**config.mk**
```make
export PLATFORM = sky130hd
export DESIGN_NAME = vscale_pc_sel_ctrl
export DESIGN_NICKNAME = d
export VERILOG_FILES = /design/src/rtl/vscale_pc_sel_ctrl_pkg.sv /design/src/rtl/vscale_pc_sel_ctrl_prio.sv /design/src/rtl/vscale_pc_sel_ctrl.sv
export SDC_FILE = /design/constraint.sdc
export NUM_CORES = 1
export LEC_CHECK = 0
export BUFFER_PORTS_ARGS = -buffer_cell sky130_fd_sc_hd__buf_2
export CAP_MARGIN = 40
export CORE_MARGIN = 10
export CORE_UTILIZATION = 40
export CTS_CLUSTER_DIAMETER = 50
export DETAILED_ROUTE_END_ITERATION = 8
export PLACE_DENSITY = 0.61
export SYNTH_ARGS = -nofsm -noshare
export SYNTH_HDL_FRONTEND = slang
export SYNTH_HIERARCHICAL = 1
export SYNTH_SLANG_ARGS = --single-unit
```
**constraint.sdc**
```tcl
create_clock -name clk -period 1.5 [get_ports clk]
set_clock_uncertainty 0.15 [all_clocks]
set_input_delay 0.15 -clock clk [delete_from_list [all_inputs] [get_ports clk]]
set_output_delay 0.15 -clock clk [all_outputs]
set_load 0.02 [all_outputs]
```
**src/rtl/vscale_pc_sel_ctrl_pkg.sv**
```systemverilog
// Shared select encodings, FSM states and request/response bundles for the next-PC controller.
// Select values follow the core's next-PC mux numbering.
package vscale_pc_sel_ctrl_pkg;

   localparam int PC_SRC_SEL_WIDTH = 3;

   typedef logic [PC_SRC_SEL_WIDTH-1:0] pc_sel_t;

   localparam pc_sel_t PC_BRANCH_TARGET = 3'd0;
   localparam pc_sel_t PC_PLUS_FOUR     = 3'd1;
   localparam pc_sel_t PC_JAL_TARGET    = 3'd2;
   localparam pc_sel_t PC_JALR_TARGET   = 3'd3;
   localparam pc_sel_t PC_REPLAY        = 3'd4;
   localparam pc_sel_t PC_HANDLER       = 3'd5;
   localparam pc_sel_t PC_EPC           = 3'd6;

   typedef enum logic {
      ST_RUN  = 1'b0,
      ST_HOLD = 1'b1
   } ctrl_state_t;

   typedef struct packed {
      logic exception;
      logic eret;
      logic jalr;
      logic jal;
      logic branch_taken;
   } dx_req_t;

   typedef struct packed {
      pc_sel_t sel;
      logic    stall_if;
      logic    stall_dx;
      logic    kill_if;
      logic    kill_dx;
      logic    pending;
   } ctrl_out_t;

endpackage

```
**src/rtl/vscale_pc_sel_ctrl_prio.sv**
```systemverilog
// Redirect priority encoder: picks the single winning DX redirect source.
module vscale_redirect_prio
   import vscale_pc_sel_ctrl_pkg::*;
(
   input  logic    i_valid_dx,
   input  dx_req_t i_req,
   output logic    o_req_valid,
   output pc_sel_t o_req_sel
);

   always_comb begin
      o_req_valid = 1'b0;
      o_req_sel   = PC_PLUS_FOUR;
      if (i_valid_dx) begin
         o_req_valid = 1'b1;
         if (i_req.exception)         o_req_sel = PC_HANDLER;
         else if (i_req.eret)         o_req_sel = PC_EPC;
         else if (i_req.jalr)         o_req_sel = PC_JALR_TARGET;
         else if (i_req.jal)          o_req_sel = PC_JAL_TARGET;
         else if (i_req.branch_taken) o_req_sel = PC_BRANCH_TARGET;
         else                         o_req_valid = 1'b0;
      end
   end

endmodule

```
**src/rtl/vscale_pc_sel_ctrl.sv**
```systemverilog
// Next-PC sequencing: arbitrates DX redirects against imem back-pressure, holding a
// blocked redirect until the fetch is accepted, and flags over-long imem waits.
module vscale_pc_sel_ctrl
   import vscale_pc_sel_ctrl_pkg::*;
#(
   parameter int TIMEOUT_CYCLES = 255,
   parameter int CNT_WIDTH      = 8
) (
   input  logic    clk,
   input  logic    reset,
   input  logic    imem_wait,
   input  logic    valid_DX,
   input  logic    exception_DX,
   input  logic    eret_DX,
   input  logic    jal_DX,
   input  logic    jalr_DX,
   input  logic    branch_taken_DX,
   output pc_sel_t PC_src_sel,
   output logic    stall_IF,
   output logic    stall_DX,
   output logic    kill_IF,
   output logic    kill_DX,
   output logic    redirect_pending,
   output logic    imem_timeout
);

   localparam logic [CNT_WIDTH-1:0] TIMEOUT_LAST = CNT_WIDTH'(TIMEOUT_CYCLES - 1);

   ctrl_state_t          r_state;
   pc_sel_t              r_held_sel;
   logic [CNT_WIDTH-1:0] r_wait_cnt;
   logic                 r_timeout;

   dx_req_t   w_req;
   logic      w_req_valid;
   pc_sel_t   w_req_sel;
   ctrl_out_t w_out;

   assign w_req = '{exception:    exception_DX,
                    eret:         eret_DX,
                    jalr:         jalr_DX,
                    jal:          jal_DX,
                    branch_taken: branch_taken_DX};

   vscale_redirect_prio u_prio (
      .i_valid_dx  (valid_DX),
      .i_req       (w_req),
      .o_req_valid (w_req_valid),
      .o_req_sel   (w_req_sel)
   );

   always_ff @(posedge clk) begin
      if (reset) begin
         r_state    <= ST_RUN;
         r_held_sel <= PC_PLUS_FOUR;
         r_wait_cnt <= '0;
         r_timeout  <= 1'b0;
      end else begin
         case (r_state)
            ST_RUN: begin
               if (w_req_valid && imem_wait) begin
                  r_state    <= ST_HOLD;
                  r_held_sel <= w_req_sel;
               end
            end
            ST_HOLD: begin
               if (!imem_wait) r_state <= ST_RUN;
            end
            default: r_state <= ST_RUN;
         endcase

         if (!imem_wait)                r_wait_cnt <= '0;
         else if (r_wait_cnt != '1)     r_wait_cnt <= r_wait_cnt + 1'b1;

         // Compare against the pre-increment count so the flag rises on the
         // edge that closes the TIMEOUT_CYCLES-th consecutive wait cycle.
         if (imem_wait && (r_wait_cnt == TIMEOUT_LAST)) r_timeout <= 1'b1;
      end
   end

   always_comb begin
      w_out = '{sel: PC_PLUS_FOUR, default: 1'b0};
      if (reset) begin
         w_out.kill_if = 1'b1;
         w_out.kill_dx = 1'b1;
      end else if (r_state == ST_HOLD) begin
         w_out.sel     = r_held_sel;
         w_out.pending = 1'b1;
         if (imem_wait) begin
            w_out.stall_if = 1'b1;
            w_out.stall_dx = 1'b1;
         end else begin
            w_out.kill_if = 1'b1;
            w_out.kill_dx = (r_held_sel == PC_HANDLER);
         end
      end else if (w_req_valid) begin
         w_out.sel = w_req_sel;
         if (imem_wait) begin
            w_out.stall_if = 1'b1;
            w_out.stall_dx = 1'b1;
         end else begin
            w_out.kill_if = 1'b1;
            w_out.kill_dx = exception_DX;
         end
      end else if (imem_wait) begin
         w_out.sel      = PC_REPLAY;
         w_out.stall_if = 1'b1;
         w_out.stall_dx = 1'b1;
      end
   end

   // A squashed register is never also held.
   assign PC_src_sel       = w_out.sel;
   assign kill_IF          = w_out.kill_if;
   assign kill_DX          = w_out.kill_dx;
   assign stall_IF         = w_out.stall_if & ~w_out.kill_if;
   assign stall_DX         = w_out.stall_dx & ~w_out.kill_dx;
   assign redirect_pending = w_out.pending;
   assign imem_timeout     = r_timeout;

endmodule

```
# After elaboration in Yosys (flattened, before gate mapping)

Index checks and enable logic that the tools add are counted.

Flip-flop bits (word level): 13
Output and inout port bits: 9

Reduce and logical (&&, ||, !) cells: 4
Mux-type cells: 26
Add/subtract/negate cells: 1
Bitwise operators: 6
Eq/ne operators: 3

Operators by type and width:

| operator                                                      | number |
|---|---|
| 3-bit two-way mux                                             | 5 |
| 5-bit two-way mux                                             | 3 |
| 1-bit two-way mux                                             | 11 |
| 2-bit two-way mux                                             | 5 |
| 8-bit by 1-bit adder with 8-bit output, second input constant | 1 |
| 8-bit == test, second input constant                          | 1 |
| 8-bit != test, second input constant                          | 1 |
| 7-bit two-way mux                                             | 1 |
| 1-bit inverter                                                | 4 |
| 3-bit == test, second input constant                          | 1 |
| 1-bit AND                                                     | 2 |
| 1-bit logical AND                                             | 2 |
| 1-bit case mux with 2 select lines                            | 1 |
| 2-bit AND reduction                                           | 1 |
| 2-bit OR reduction                                            | 1 |

# Longest topological paths before layout

Depth in word-level cells: 11
Depth in mapped cells: 5
Gate-level depth less buffers: 5

# Modules after synthesis

Netlist, hierarchy kept.

By module, submodules not included:

| module               | seq. area each (um^2) | times used | cells an instance | area each (um^2) |
|---|---|---|---|---|
| vscale_pc_sel_ctrl   | 260.2                 | 1          | 83                | 693.2 |
| vscale_redirect_prio | 0.0                   | 1          | 7                 | 55.1 |

# Worst setup path before layout

Ideal clock, no wire load.

Path type: input port to output port
Start: in exception_DX
End: out PC_src_sel[2]
Stages on the path: 5
Arrival: 1602 ps
Slack: -402 ps
Cells stage by stage: or4_1 > o21a_1 > nor2b_1 > a211oi_1 > nor3_1

Word-level cells in the longest chain between the ends: 5
Elaborated cells between the ends (all ways): 7
Classes of those cells: mux: 7

Ends and longest elaborated chain:

| element               | RTL line                      | source |
|---|---|---|
| start, declared       | vscale_pc_sel_ctrl.sv:13      | `input logic exception_DX,` |
| 1-bit two-way mux     | vscale_pc_sel_ctrl_prio.sv:16 | `if (i_req.exception) o_req_sel = PC_HANDLER;` |
| 1-bit two-way mux     | vscale_pc_sel_ctrl_prio.sv:14 | `if (i_valid_dx) begin` |
| named net w_req_valid | vscale_pc_sel_ctrl.sv:35      | `logic w_req_valid;` |
| 5-bit two-way mux     | vscale_pc_sel_ctrl.sv:96      | `end else if (w_req_valid) begin` |
| 7-bit two-way mux     | vscale_pc_sel_ctrl.sv:86      | `end else if (r_state == ST_HOLD) begin` |
| 5-bit two-way mux     | vscale_pc_sel_ctrl.sv:83      | `if (reset) begin` |
| end, declared         | vscale_pc_sel_ctrl.sv:18      | `output pc_sel_t PC_src_sel,` |

The timed path passes the listed nets, and every way through them passes these cells.

# Final worst setup path

Start: in eret_DX
End: out PC_src_sel[0]

Word-level cells in the longest chain between the ends: 6
Elaborated cells between the ends (all ways): 9
Classes of those cells: mux: 9

Ends and longest elaborated chain:

| element               | RTL line                      | source |
|---|---|---|
| start, declared       | vscale_pc_sel_ctrl.sv:14      | `input logic eret_DX,` |
| 1-bit two-way mux     | vscale_pc_sel_ctrl_prio.sv:17 | `else if (i_req.eret) o_req_sel = PC_EPC;` |
| 1-bit two-way mux     | vscale_pc_sel_ctrl_prio.sv:16 |  |
| 1-bit two-way mux     | vscale_pc_sel_ctrl_prio.sv:14 |  |
| named net w_req_valid | vscale_pc_sel_ctrl.sv:35      |  |
| 5-bit two-way mux     | vscale_pc_sel_ctrl.sv:96      |  |
| 7-bit two-way mux     | vscale_pc_sel_ctrl.sv:86      |  |
| 5-bit two-way mux     | vscale_pc_sel_ctrl.sv:83      |  |

The timed path passes the listed nets, and every way through them passes these cells.

==> impl_metrics.json <==
{
  "antenna_left": 0,
  "drtPass1Iterations": 4,
  "hp-class": "in -> reg",
  "ys_ff_latch": 13,
  "r2r_slack_ns": 0.09,
  "cts_hold_buf": 0,
  "final_cell_mix": "13 x dfxtp_1, 12 x buf_4, 11 x buf_2",
  "fmax_ghz": 0.561,
  "grt_pass1_wl_um": 3280,
  "dr_total_vias": 744,
  "power.density_mw_per_mm2": 699,
  "netlist.area_leader.share_pct": 34.8,
  "numPortBuffers": 17,
  "crit_slowest_cell": "or4_4",
  "route.detailed.drc": 0,
  "start_util_pct": 42.9,
  "grt.overflow.total": 0,
  "n_antenna_cell": 0,
  "drive_above_1_share_pct": 40.0,
  "outcome": "finished, violations left",
  "gp_congestion": 0.750,
  "nets": 132,
  "core-area_mm2": 0.00175,
  "cts_setup_buffers": 0,
  "max_stage_delay_ns": 0.53,
  "area_delta_synth_final_pct": 41.1,
  "cts_tree": "done",
  "netlist.top_cell.by_area": "dfxtp_1",
  "htreeDepth": 1,
  "cp_common_cell": "buf_6",
  "fin_cells": 145,
  "rsz0062_at_grt": "yes",
  "synthesis.area_um2": 748,
  "required_ns": 1.20,
  "first_iter_violations": 27,
  "finalSetupViolCount": 6,
  "wl_per_cell_um": 13.2,
  "path_cells": "buf_6, or4_4, o21a_4, nor2b_4, a211o_1, nand2_2, buf_6",
  "grt_max_degree": 12,
  "vdd_drop_max_mv": 0.428,
  "cts.sinks": 13,
  "antenna_found_initial": 0,
  "critPathKind": "in -> out",
  "dpl_cell_area_um2": 966,
  "dp.cells": 141,
  "path_clk_slew_ns": 0.09,
  "ys_warn_count": 6,
  "synthCells": 90,
  "fin_crit_sh_pct": 119,
  "hpwlAfterDp_um": 1490,
  "numCtsBuffers": 3,
  "startpoint_type": "primary input",
  "grtUsageTotal_pct": 9.59,
  "die_w_um": 63.3,
  "pin_count": 18,
  "ys_top_cells_by_area": "dfxtp_1 35%, a21oi_1 4.7%, inv_1 3.5%, nor2_1 3.5%, ha_1 3.3%",
  "relSlewSlack_pct": 84.6,
  "final_common_cell": "dfxtp_1",
  "cp_num_buf_inv": 2,
  "slew_viol_final": 0,
  "postRouteWirelength_um": 1910,
  "num_rows": 15,
  "worst_setup_path_end_kind": "output pin",
  "clk_path_buf_depth": 2,
  "violations": "setup timing",
  "worst_pin_slew_ns": 0.230,
  "p_leak_nw": 0.464,
  "critical_path_peak_fanout": 7,
  "worstPathArrival_ns": 1.48,
  "syn_nets": 101,
  "layout_setup_ws_ns": -0.284,
  "grt_pass1_vias": 725,
  "critPathTopFamily": "simple AND/OR/NAND/NOR gates",
  "period_needed_ns": 1.78,
  "clockRootBuffer": "clkbuf_4",
  "avgSynthCellArea_um2": 8.31,
  "p_total_w": 0.000738,
  "ys_seq_area_share_pct": 34.8,
  "die_area_mm2": 0.00400,
  "yosysUniqueCellTypes": 36,
  "finalInstanceArea_mm2": 0.00106,
  "maxCapViolCount": 0,
  "die_y_um": 63.3,
  "insertion_delay_ns": 0.27,
  "viasPerCell": 5.13,
  "hold_viol_final": 0
}
## logic make-up (layout without fill, tap and decap cells)
kind of cell	count (synthesis)	in the layout	synth area share, %
and+or+nand+nor	35	35	27.6
AOI/OAI and AO/OA	26	26	24.2
DFF	13	13	34.8
buffers and inverters	10	40	5.02
adders and majority gates	2	2	3.34
xor gates and xnor gates	2	2	2.34
muxes	2	2	2.68
## cells in the mapped netlist
library cell	n
a21oi_1	7
a211oi_1	1
and3_2	1
and4_2	1
nand2b_1	1
or4_1	1
o21a_1	2
nor3_1	3
a221oi_2	1
nor2_1	7
xnor2_1	2
o21ai_0	4
a211o_1	2
o21bai_1	2
nand2_1	5
o311a_2	1
nand4b_1	1
and4_4	1
nor4_1	1
nand2_2	1
or3_1	1
clkbuf_1	3
mux2i_1	2
and2b_2	1
nand3_1	3
a21o_1	1
nor2b_1	3
o31a_1	1
a31oi_1	3
nand3b_1	2
nand4_1	1
inv_1	7
ha_1	2
nand4_2	1
dfxtp_1	13
o21ba_2	1
## state kept, by name, summed over array words and instances, names as in the netlist
| register | flops |
|---|---|
| r_state | 1 |
| imem_timeout | 1 |
| r_wait_cnt | 8 |
| r_held_sel | 3 |
## worst paths after layout
| check | cells past startpoint | start | to |
|---|---|---|---|
| hold reg to reg | 2 | imem_timeout | imem_timeout |
| hold / removal | 2 | reset | imem_timeout |
| setup reg to reg | 4 | r_wait_cnt[0] | r_wait_cnt[1] |
| setup / recovery | 7 | eret_DX | PC_src_sel[0] |
## final cells by class
cell class              count  area, µm²
multi-input cells          67        499
fillers                   164        689
well taps                  25       31.3
repair buffers             29        213
clock buffers               4       26.3
inverters                   7       26.3
flip-flops and latches     13        260
## report_power, final
group	switching (W)	internal [W]
Sequential	0.00000500	0.000352
Clock	0.000115	0.000103
Combinational	0.0000809	0.0000811
## metal layers
metal,share of wire [%],GRT usage (%),up-vias
met1,52,12.5,334
met2,42,14.2,20
met3,6.0,3.00,2
li1,-,-,388
met5,0,0,-
met4,0.63,3.83,0
## through the flow
stage                     TNS, ns  hold WS [ns]  setup slack (ns)  utilization [%]
after floorplan            -0.692         0.272            -0.133                -
after global placement      -2.30         0.297            -0.343             55.3
after detailed placement    -2.38         0.305            -0.359             55.3
after CTS                   -1.08        0.0373            -0.263             59.7
after global routing        -1.47        0.0680            -0.330             60.5
final                       -1.19        0.0440            -0.284             60.5
## timing repair
action	CTS	global route
gates resized for setup	13	3
hold endpoints to repair	0	0
pin swaps	4	2
setup endpoints to repair	7	8
No activity file was read; power rests on OpenSTA's default activity.
